[config.mk]
export PLATFORM = sky130hd
export DESIGN_NAME = mem_arbiter
export DESIGN_NICKNAME = d
export VERILOG_FILES = /design/src/rtl/mem_arbiter_pkg.sv /design/src/rtl/mem_arbiter_oam_dma_seq.sv /design/src/rtl/mem_arbiter.sv
export SDC_FILE = /design/constraint.sdc
export NUM_CORES = 1
export LEC_CHECK = 0
export ABC_AREA = 1
export CAP_MARGIN = 20
export CORE_MARGIN = 10
export CORE_UTILIZATION = 40
export CTS_BUF_LIST = sky130_fd_sc_hd__clkbuf_8
export DETAILED_ROUTE_END_ITERATION = 10
export GPL_TIMING_DRIVEN = 0
export PLACE_DENSITY = 0.81
export SYNTH_ARGS = -nofsm -noshare
export SYNTH_HDL_FRONTEND = slang
export SYNTH_SLANG_ARGS = --single-unit
[constraint.sdc]
create_clock -name clk -period 2 [get_ports clk]
set_clock_uncertainty 0.15 [all_clocks]
set_input_delay 0.2 -clock clk [delete_from_list [all_inputs] [get_ports clk]]
set_output_delay 0.2 -clock clk [all_outputs]
set_load 0.01 [all_outputs]
[src/rtl/mem_arbiter_pkg.sv]
// Shared definitions for the CPU memory-port arbiter slice.
//   - default widths, OAM data register address and DMA transfer length
//   - DMA sequencer state type and round-robin requester identifier
package mem_arbiter_pkg;

  localparam int unsigned       ARB_ADDR_WIDTH    = 16;
  localparam int unsigned       ARB_REG_WIDTH     = 8;
  localparam logic [15:0]       ARB_OAM_DATA_ADDR = 16'h2004;
  localparam int unsigned       ARB_DMA_LEN       = 256;

  typedef enum logic [2:0] {
    ARB_IDLE,
    ARB_HALT,
    ARB_ALIGN,
    ARB_READ,
    ARB_WRITE
  } arb_state_t;

  typedef enum logic {
    SRC_FETCH,
    SRC_EXEC
  } src_t;

endpackage

[src/rtl/mem_arbiter_oam_dma_seq.sv]
// OAM DMA sequencer: copies DMA_LEN bytes from page {dma_page, 00..} to the
// OAM data register, one read and one write per byte.
//   clk, reset_n        clock, asynchronous active-low reset
//   dma_start, dma_page start pulse (honoured only when idle) and source page
//   dma_busy            transfer in progress (HALT through final WRITE)
//   dma_re, dma_we      memory strobes requested by the sequencer
//   dma_addr            memory address for the current sequencer access
module oam_dma_seq
  import mem_arbiter_pkg::*;
#(
  parameter int unsigned           ADDR_WIDTH    = ARB_ADDR_WIDTH,
  parameter int unsigned           REG_WIDTH     = ARB_REG_WIDTH,
  parameter logic [ADDR_WIDTH-1:0] OAM_DATA_ADDR = ARB_OAM_DATA_ADDR,
  parameter int unsigned           DMA_LEN       = ARB_DMA_LEN
) (
  input  logic                  clk,
  input  logic                  reset_n,
  input  logic                  dma_start,
  input  logic [REG_WIDTH-1:0]  dma_page,
  output logic                  dma_busy,
  output logic                  dma_re,
  output logic                  dma_we,
  output logic [ADDR_WIDTH-1:0] dma_addr
);

  localparam logic [7:0] LAST_IDX = 8'(DMA_LEN - 1);

  arb_state_t           state_q, state_d;
  logic [7:0]           idx_q;
  logic [REG_WIDTH-1:0] page_q;
  logic                 parity_q;

  always_ff @(posedge clk or negedge reset_n) begin
    if (!reset_n) begin
      state_q  <= ARB_IDLE;
      idx_q    <= '0;
      page_q   <= '0;
      parity_q <= 1'b0;
    end else begin
      state_q  <= state_d;
      parity_q <= ~parity_q;
      if (state_q == ARB_IDLE && dma_start) begin
        page_q <= dma_page;
        idx_q  <= '0;
      end else if (state_q == ARB_WRITE) begin
        idx_q <= idx_q + 8'd1;
      end
    end
  end

  always_comb begin
    state_d  = state_q;
    dma_re   = 1'b0;
    dma_we   = 1'b0;
    dma_addr = '0;
    unique case (state_q)
      ARB_IDLE:  if (dma_start) state_d = ARB_HALT;
      // An odd cycle in HALT costs one extra ALIGN cycle before the first read.
      ARB_HALT:  state_d = parity_q ? ARB_ALIGN : ARB_READ;
      ARB_ALIGN: state_d = ARB_READ;
      ARB_READ: begin
        dma_re   = 1'b1;
        dma_addr = ADDR_WIDTH'({page_q, idx_q});
        state_d  = ARB_WRITE;
      end
      ARB_WRITE: begin
        dma_we   = 1'b1;
        dma_addr = OAM_DATA_ADDR;
        state_d  = (idx_q == LAST_IDX) ? ARB_IDLE : ARB_READ;
      end
      default:   state_d = ARB_IDLE;
    endcase
  end

  assign dma_busy = (state_q != ARB_IDLE);

endmodule

[src/rtl/mem_arbiter.sv]
// Single CPU memory port shared by the instruction fetcher, the execute unit
// and the OAM DMA sequencer; one access per cycle.
//   fetch_*  fetcher read requests, grant and read-valid
//   exec_*   execute unit load/store requests, grant and read-valid
//   dma_*    OAM DMA start/page and busy indication
//   mem_*    memory port (combinational address/strobes, rdata next cycle)
//   rdata    mem_rdata passed through to whichever requester has rvalid
module mem_arbiter
  import mem_arbiter_pkg::*;
#(
  parameter int unsigned           ADDR_WIDTH    = ARB_ADDR_WIDTH,
  parameter int unsigned           REG_WIDTH     = ARB_REG_WIDTH,
  parameter logic [ADDR_WIDTH-1:0] OAM_DATA_ADDR = ARB_OAM_DATA_ADDR,
  parameter int unsigned           DMA_LEN       = ARB_DMA_LEN
) (
  input  logic                  clk,
  input  logic                  reset_n,
  input  logic                  fetch_req,
  input  logic [ADDR_WIDTH-1:0] fetch_addr,
  output logic                  fetch_gnt,
  output logic                  fetch_rvalid,
  input  logic                  exec_req,
  input  logic                  exec_we,
  input  logic [ADDR_WIDTH-1:0] exec_addr,
  input  logic [REG_WIDTH-1:0]  exec_wdata,
  output logic                  exec_gnt,
  output logic                  exec_rvalid,
  input  logic                  dma_start,
  input  logic [REG_WIDTH-1:0]  dma_page,
  output logic                  dma_busy,
  output logic [ADDR_WIDTH-1:0] mem_addr,
  output logic [REG_WIDTH-1:0]  mem_wdata,
  output logic                  mem_we,
  output logic                  mem_re,
  input  logic [REG_WIDTH-1:0]  mem_rdata,
  output logic [REG_WIDTH-1:0]  rdata
);

  src_t                  last_gnt;
  logic                  dma_re;
  logic                  dma_we;
  logic [ADDR_WIDTH-1:0] dma_addr;

  oam_dma_seq #(
    .ADDR_WIDTH    (ADDR_WIDTH),
    .REG_WIDTH     (REG_WIDTH),
    .OAM_DATA_ADDR (OAM_DATA_ADDR),
    .DMA_LEN       (DMA_LEN)
  ) u_dma (
    .clk       (clk),
    .reset_n   (reset_n),
    .dma_start (dma_start),
    .dma_page  (dma_page),
    .dma_busy  (dma_busy),
    .dma_re    (dma_re),
    .dma_we    (dma_we),
    .dma_addr  (dma_addr)
  );

  // Port outputs are combinational; reset_n gates them so nothing reaches
  // memory while reset is held, even with requests asserted.
  always_comb begin
    fetch_gnt = 1'b0;
    exec_gnt  = 1'b0;
    mem_re    = 1'b0;
    mem_we    = 1'b0;
    mem_addr  = '0;
    mem_wdata = '0;
    if (reset_n) begin
      if (dma_busy) begin
        mem_re   = dma_re;
        mem_we   = dma_we;
        mem_addr = dma_addr;
        // DMA write data is the byte read in the preceding READ cycle.
        if (dma_we) mem_wdata = mem_rdata;
      end else if (fetch_req && (!exec_req || last_gnt == SRC_EXEC)) begin
        fetch_gnt = 1'b1;
        mem_re    = 1'b1;
        mem_addr  = fetch_addr;
      end else if (exec_req) begin
        exec_gnt = 1'b1;
        mem_we   = exec_we;
        mem_re   = ~exec_we;
        mem_addr = exec_addr;
        if (exec_we) mem_wdata = exec_wdata;
      end
    end
  end

  always_ff @(posedge clk or negedge reset_n) begin
    if (!reset_n) begin
      last_gnt     <= SRC_EXEC;
      fetch_rvalid <= 1'b0;
      exec_rvalid  <= 1'b0;
    end else begin
      fetch_rvalid <= fetch_gnt;
      exec_rvalid  <= exec_gnt & ~exec_we;
      if (fetch_gnt)     last_gnt <= SRC_FETCH;
      else if (exec_gnt) last_gnt <= SRC_EXEC;
    end
  end

  assign rdata = mem_rdata;

endmodule
-- After elaboration in Yosys (flattened, before gate mapping)
Cells that the tools add are included.
- bits in registers: 23
- bits in latches: 0
- bits in writable memories: 0
- memory bits (read-only): 0
- input bits: 62
- output and inout bits: 39
- logic and storage cells: 61
- memories kept: 0
- add/sub/neg operators: 1
- $mul: 0
- divide/modulo/power cells: 0
- order comparisons: 0
- equality and inequality tests: 6
- shifts and indexed selects: 0
- multiplexer cells: 36
- bitwise logic cells: 3
- reductions and logical operators: 8
- operators by type and width (kind ; count):
    2-to-1 mux 16 bit ; 4
    2-to-1 mux 8 bit ; 8
    one-hot mux 16 bit (2 select lines) ; 1
    2-to-1 mux 1 bit ; 20
    one-hot mux 3 bit (5 select lines) ; 1
    adder 8 x 1 -> 8 bit (second input constant) ; 1
    equality test 8 bit (second input constant) ; 1
    equality test 3 x 2 -> 1 bit (second input constant) ; 2
    nonzero test 2 bit ; 2
    equality test 3 x 1 -> 1 bit (second input constant) ; 1
    equality test 3 bit (second input constant) ; 1
    zero test 3 bit ; 1
    2-to-1 mux 3 bit ; 1
    nonzero test 3 bit ; 1
    logical AND 1 bit ; 2
    2-to-1 mux 2 bit ; 1
    != test 2 bit (second input constant) ; 1
    NOT 1 bit ; 2
    bitwise AND 1 bit ; 1
    zero test 1 bit ; 1
    logical OR 1 bit ; 1

-- Longest topological paths before layout
Gate-level depths: netlist of run 1.
- depth after elaboration: 8
- depth in mapped cells: 8
- mapped depth without buffers: 7

-- By module
A second synthesis of run 1 with hierarchy kept.
- cells, all modules: 380
- area, all modules: 2210.9 um2
- by module, submodules not included (module ; instances ; cells each ; area each (um2) ; sequential area each (um2)):
    mem_arbiter ; 1 ; 239 ; 1108.6 ; 76.3
    oam_dma_seq ; 1 ; 141 ; 1102.3 ; 500.5

-- Worst setup path before layout of run 1
OpenSTA, ideal clock, no wires.
- path kind: reg-to-output
- from: register last_gnt
- to: output mem_addr[11]
- data arrival time: 1.253 ns
- required time: 1.650 ns
- slack: 0.397 ns
- stages on the path, launching flop included: 8
- path buffers: 1
- cells stage by stage: dfstp_2 > inv_1 > a21boi_4 > buf_6 > nand2_1 > nand2_1 > nor2_1 > nor2_1
- word-level cells in the longest chain between the ends: 5
- ends and longest elaborated chain (element ; RTL line ; source):
    from (decl) ; mem_arbiter.sv:39 ; src_t last_gnt;
    from (signal assigned) ; mem_arbiter.sv:92 ; last_gnt <= SRC_EXEC;
    from (signal assigned) ; mem_arbiter.sv:98 ; if (fetch_gnt) last_gnt <= SRC_FETCH;
    from (signal assigned) ; mem_arbiter.sv:99 ; else if (exec_gnt) last_gnt <= SRC_EXEC;
    logical OR 1 bit ; mem_arbiter.sv:76 ; end else if (fetch_req && (!exec_req || last_gnt == SRC_EXEC)) begin
    logical AND 1 bit ; mem_arbiter.sv:76 ;
    2-to-1 mux 16 bit ; mem_arbiter.sv:76 ;
    2-to-1 mux 16 bit ; mem_arbiter.sv:70 ; if (dma_busy) begin
    2-to-1 mux 16 bit ; mem_arbiter.sv:69 ; if (reset_n) begin
    to (decl) ; mem_arbiter.sv:31 ; output logic [ADDR_WIDTH-1:0] mem_addr,
No other way between the ends.

-- Worst setup path in the final report of run 1
- from: register last_gnt
- to: output mem_addr[7]
Same word-level chain as after synthesis.

==> out/results.ini, run 1 <==
[global_route]
grt_antenna_before_repair=0
grt-ovfl-total=0
grt_usage=0.181
grt_pass1_vias=2373
grt_pass1_wl_um=11500
grt_max_degree=15

[timing]
finalSetupViolCount=19
slew_headroom=0.614
slew_violations=0
timing.final.crit_share=1.03
whs_ps=271
rsz0062_at_grt=true
setup_slack_ps=-64.7
fmax_ghz=0.484
layout_min_cycle_time_ps=2060
hold_violations=0
worstMarginPinSlew_ps=578

[synth]
yosys_warnings=0
synth_area_leaders=dfrtp_1, nand2_1, nor2_1, nand3_1, inv_1
synth-edff-count=0
ys_top_cells_by_count=nand2_1, nor2_1, inv_1
synth_cells=302
synth_most_common_cell=nand2_1
synth.distinct_cells=29
yosysTopAreaCell=dfrtp_1
synth_seq_cells=23
yosysSeqAreaShare=0.302
syn-num-nets=365
synthArstFlopShare=1.00
synthFlopType=dfrtp_1
synth.avg_cell_area_um2=6.32
synthesis.area_um2=1910
yosysTopAreaCellShare=0.289

[critical_path]
crit_type=reg2out
critPathLaunchType=flop
critPathCaptureType=output port
worstPathMaxFanout=6
worstReg2RegStart=u_dma.state_q[0]$_DFFE_PN0P_
crit_start=last_gnt$_DFFE_PN1P_
critical_path_required_ps=1650
worstPathArrival_ps=1710

[route]
wl_per_cell_um=16.8
met2_wirelength_um=4310
vias_per_cell=5.10
antenna_left=0
dr.pass1.iters=4
drt-met1-wl_um=3210
top_layer=met4
routed-wl-met3_um=511
routed_wl_um=8260
drc=0
vias=2502
first_iter_violations=184

[floorplan]
io_pins=101
rows=25
initial_core_util=0.409
die_area_um2=7930
core_um2=4660
die_w_um=89.1
fp.dieH_um=89.1

[clock_tree]
clock_sinks=23
cts_tree=done
clk_pin_slew_worst_paths_ps=90
clock_path_buffers=2
htreeDepth=1
numCtsBuffers=3
clkLatencyLatePin_ps=270
cts_root_buffer=clkbuf_8

[placement]
place_area_um2=2990
dp_slack_ps=-1080
dp_cells=457
port_buffers=100
hpwl_um=5570
globalplace.congestion=0.878

[pwr]
seq_power_share=0.424
p_sw_mw=0.288
comb_power_share=0.297
vdd_drop_max_mv=0.433
p_int_mw=0.808
p_total_mw=1.10
pwr-share-clk=0.279
power.leakage_nw=1.78
swShare=0.263
powerDensity_nw_per_um2=322

[layout]
finalInstanceArea_um2=3400
stdcell_count=491
fin_nets=501
fillers=335
drive_gt1_frac=0.318
multi_input_area_um2=1180
antenna_cells=0
seqCellArea_um2=579
area_growth_pct=78.3

[hold_path]
hold_class=reg2reg
hp-start=u_dma.parity_q$_DFF_PN0_

[run_status]
status=finished, violations left
violations=negative setup slack

[run]
maxCapViolCount=0

## cells in the final DEF (no fill, tap or decap), types with 3 or more instances in the layout
cell type / instances
inv_1: 25
o21ai_0: 10
nor2_2: 6
nor2_1: 49
nand3_1: 18
clkbuf_8: 3
dfrtp_1: 20
nor2_4: 3
clkdlybuf4s50_1: 70
nand2_1: 81
buf_4: 24
inv_2: 8
and2_1: 4
buf_2: 20
nand2_2: 18
nand3_2: 6
o21ai_2: 4
nand2_4: 7
buf_6: 24
a21oi_1: 10
## layout make-up
class,count,share of cell area
Buffer,18,0.0485
Clock buffer,3,0.0121
Clock inverter,1,0.00221
Inverter,35,0.0394
Multi-Input combinational cell,226,0.346
Sequential cell,23,0.170
Tap cell,54,0.0199
Timing Repair Buffer,131,0.361
## stage by stage
step                utilization  setup TNS (ps)
CTS                       0.679            -490
detailed placement        0.642          -23950
global placement          0.639          -32540
global route              0.730           -2170
finish                    0.730            -373
floorplan                     -               0
## power by group through the flow
stage	clock, mW	combinational (mW)	sequential (mW)
finish	0.306	0.325	0.465
global route	0.333	0.345	0.465
CTS	0.314	0.281	0.465
detailed placement	0	0.260	0.474
global placement	0	0.255	0.474
floorplan	0	0.0779	0.474
## state kept, by name, summed over array words and instances, names as in the netlist
name / cells
u_dma.page_q: 8
last_gnt: 1
fetch_rvalid: 1
exec_rvalid: 1
u_dma.parity_q: 1
u_dma.idx_q: 8
u_dma.state_q: 3
## critical path, stage by stage, from the launching register on
cell and delay (ps):
dfstp_2 560, buf_6 100, a21oi_4 60, buf_12 150
clkbuf_16 160, nand2_4 50, nand3_2 70, nand2_1 110
inv_1 50, buf_2 130
## layer usage
metal  global-route usage  vias up
met5                    0        -
met4               0.0477        0
met3               0.0255       20
met2                0.329       98
met1                0.216     1193
li1                     -     1191
## cells by family (layout without fill, tap and decap cells)
group	after synthesis	count (layout)	share of synthesized area
DFF	23	23	0.302
and+or+nand+nor	197	198	0.452
AOI/OAI and AO/OA	27	27	0.0859
adders and majority gates	1	1	0.00656
buffers and inverters	54	188	0.153
## timing repair
item | in CTS | in global routing
pin swaps | 4 | 29
gates resized for setup | 120 | 73
endpoints found under the setup margin | 28 | 28
endpoints found under the hold margin | 23 | 0
cloned | 2 | 2
setup buffers | 13 | 13
hold buffers | 2 | 0
## worst paths after layout
check,end,slack (ps),cells past startpoint
max,mem_addr[7],-60,9
min,u_dma.parity_q$_DFF_PN0_,270,1
max reg2reg,u_dma.page_q[0]$_DFFE_PN0P_,280,9
min reg2reg,u_dma.parity_q$_DFF_PN0_,270,1
max in group asynchronous,u_dma.state_q[1]$_DFFE_PN0P_,900,3
min in group asynchronous,u_dma.page_q[5]$_DFFE_PN0P_,300,2
Note: power is estimated with default switching activity, not from simulation.
==> run 2: changes to the inputs <==
--- a/config.mk
+++ b/config.mk
@@ -10,6 +10,7 @@
 export CORE_MARGIN = 10
 export CORE_UTILIZATION = 40
 export CTS_BUF_LIST = sky130_fd_sc_hd__clkbuf_8
+export CTS_CLUSTER_SIZE = 10
 export DETAILED_ROUTE_END_ITERATION = 10
 export GPL_TIMING_DRIVEN = 0
 export PLACE_DENSITY = 0.81
==> constraint.sdc (replaced) <==
create_clock -name clk -period 2 [get_ports clk]
set_clock_uncertainty 0.15 [all_clocks]
set_input_delay 0.2 -clock clk [delete_from_list [all_inputs] [get_ports clk]]
set_output_delay 0.2 -clock clk [all_outputs]
set_load 0.1 [all_outputs]
==> run 2 against run 1 <==
Compared with the run above: the flow still finishes with violations (negative setup slack); combinational power is 47% higher; sequential share of layout area shrank 2.5 points; first-iteration DRC count up 29%; cell area up 17%; fmax shrank 9.9%; highest routed layer unchanged.
==> out/results.ini, run 2 (synthesis results as in run 1) <==
[pwr]
power.leakage_nw=1.82
vdd_drop_max_mv=0.342
powerDensity_nw_per_um2=312

[clock_tree]
cts_root_buffer=clkbuf_8
cts_tree=done
clock_sinks=23
htreeDepth=1
numCtsBuffers=3
clk_pin_slew_worst_paths_ps=90
clock_path_buffers=2
clkLatencyLatePin_ps=270

[placement]
dp_cells=457
hpwl_um=5640
globalplace.congestion=0.832
dp_slack_ps=-1830
port_buffers=100

[global_route]
grt-ovfl-total=0
grt_pass1_vias=2629
grt_antenna_before_repair=0
grt_max_degree=15
grt_pass1_wl_um=13300
grt_usage=0.213

[run_status]
violations=negative setup slack
status=finished, violations left

[critical_path]
worstReg2RegStart=last_gnt$_DFFE_PN1P_
crit_start=last_gnt$_DFFE_PN1P_
r2r_cells=6
crit_chain=inv_2, a21boi_4, buf_6, nand2_1, nand3_1, nand2_2, clkinvlp_4, buf_12
rrSetupSlack_ps=330
critPathCaptureType=output port
r2r_end=last_gnt$_DFFE_PN1P_
crit_cells=8
crit_type=reg2out
crit_buf_inv=4
path_delay_family=flip-flops
slowest_stage=dfstp_2
worstPathMaxFanout=4
worstPathArrival_ps=1940
cpPeakStageDelay_ps=560
critical_path_required_ps=1650
critPathLaunchType=flop

[timing]
rsz0062_at_grt=true
hold_violations=0
slew_headroom=0.340
setup_slack_ps=-291
slew_violations=0
fmax_ghz=0.436
finalSetupViolCount=30
worstMarginPinSlew_ps=994
timing.final.crit_share=1.15
layout_min_cycle_time_ps=2290

[layout]
top_regs=u_dma.idx_q: 8 flops, u_dma.page_q: 8 flops, u_dma.state_q: 3 flops
drive_gt1_frac=0.422
mostFrequentLayoutCells=nand2_1, clkdlybuf4s50_1, buf_12, nor2_1, nand2_2
final_core_util=0.854
area_growth_pct=109
final_common_cell=nand2_1
stdcell_count=486
fin_nets=495

[route]
vias=2730
dr.pass1.iters=5
routed_wl_um=10700
drc=0
first_iter_violations=238
antenna_left=0
vias_per_cell=5.62
wl_per_cell_um=22.0

[floorplan]
initial_core_util=0.409
die_area_um2=7930
die_w_um=89.1
fp.dieH_um=89.1
rows=25
core_um2=4660
io_pins=101

[hold_path]
hold_class=reg2reg
worstHoldEndpoint=u_dma.parity_q$_DFF_PN0_
hp-start=u_dma.parity_q$_DFF_PN0_
min_path_cells=1

[run]
maxCapViolCount=0

==> run 2: per-stage QoR <==
stage                     hold WS (ps)  total power [mW]  TNS, ps  instance area, µm²
after global routing               282              1.27    -5970                3980
after floorplan                   -246             0.666    -68.7                2070
after global placement             239             0.841   -52860                3140
after detailed placement           243             0.847   -46150                3160
final                              254              1.24    -4860                3980
after CTS                          255              1.20    -1580                3760
==> run 2: final cells by class <==
type	instances	area [µm²]
fillers	210	678
multi-input cells	225	1390
flip-flops and latches	23	579
inverters	35	160
diodes	1	2.50
repair buffers	125	1550
clock buffers	3	41.3
clock inverters	1	7.51
well taps	54	67.6
plain buffers	19	180
==> run 2: layer usage <==
layer | share of wire | track usage | vias to the layer above
met5 | 0 | 0 | -
met4 | 0.061 | 0.0723 | 0
met3 | 0.088 | 0.0328 | 64
met2 | 0.50 | 0.414 | 223
met1 | 0.35 | 0.226 | 1259
li1 | - | - | 1184
==> run 2: worst max-delay path by stage <==
stage	to
finish	mem_addr[2]
global route	mem_addr[2]
CTS	mem_addr[13]
detailed placement	mem_addr[2]
global placement	mem_addr[2]
floorplan	mem_re
==> run 2: timing repair <==
item,in CTS,in global routing
pin swaps,12,11
setup buffers,14,6
hold endpoints to repair,23,0
gates cloned,1,1
endpoints found under the setup margin,39,32
resized for setup,322,45
hold buffers,2,0
==> run 2: power by group <==
group / total [mW] / switching (mW) / internal (mW)
Clock: 0.303 / 0.162 / 0.141
Combinational: 0.477 / 0.259 / 0.217
Sequential: 0.465 / 0 / 0.465
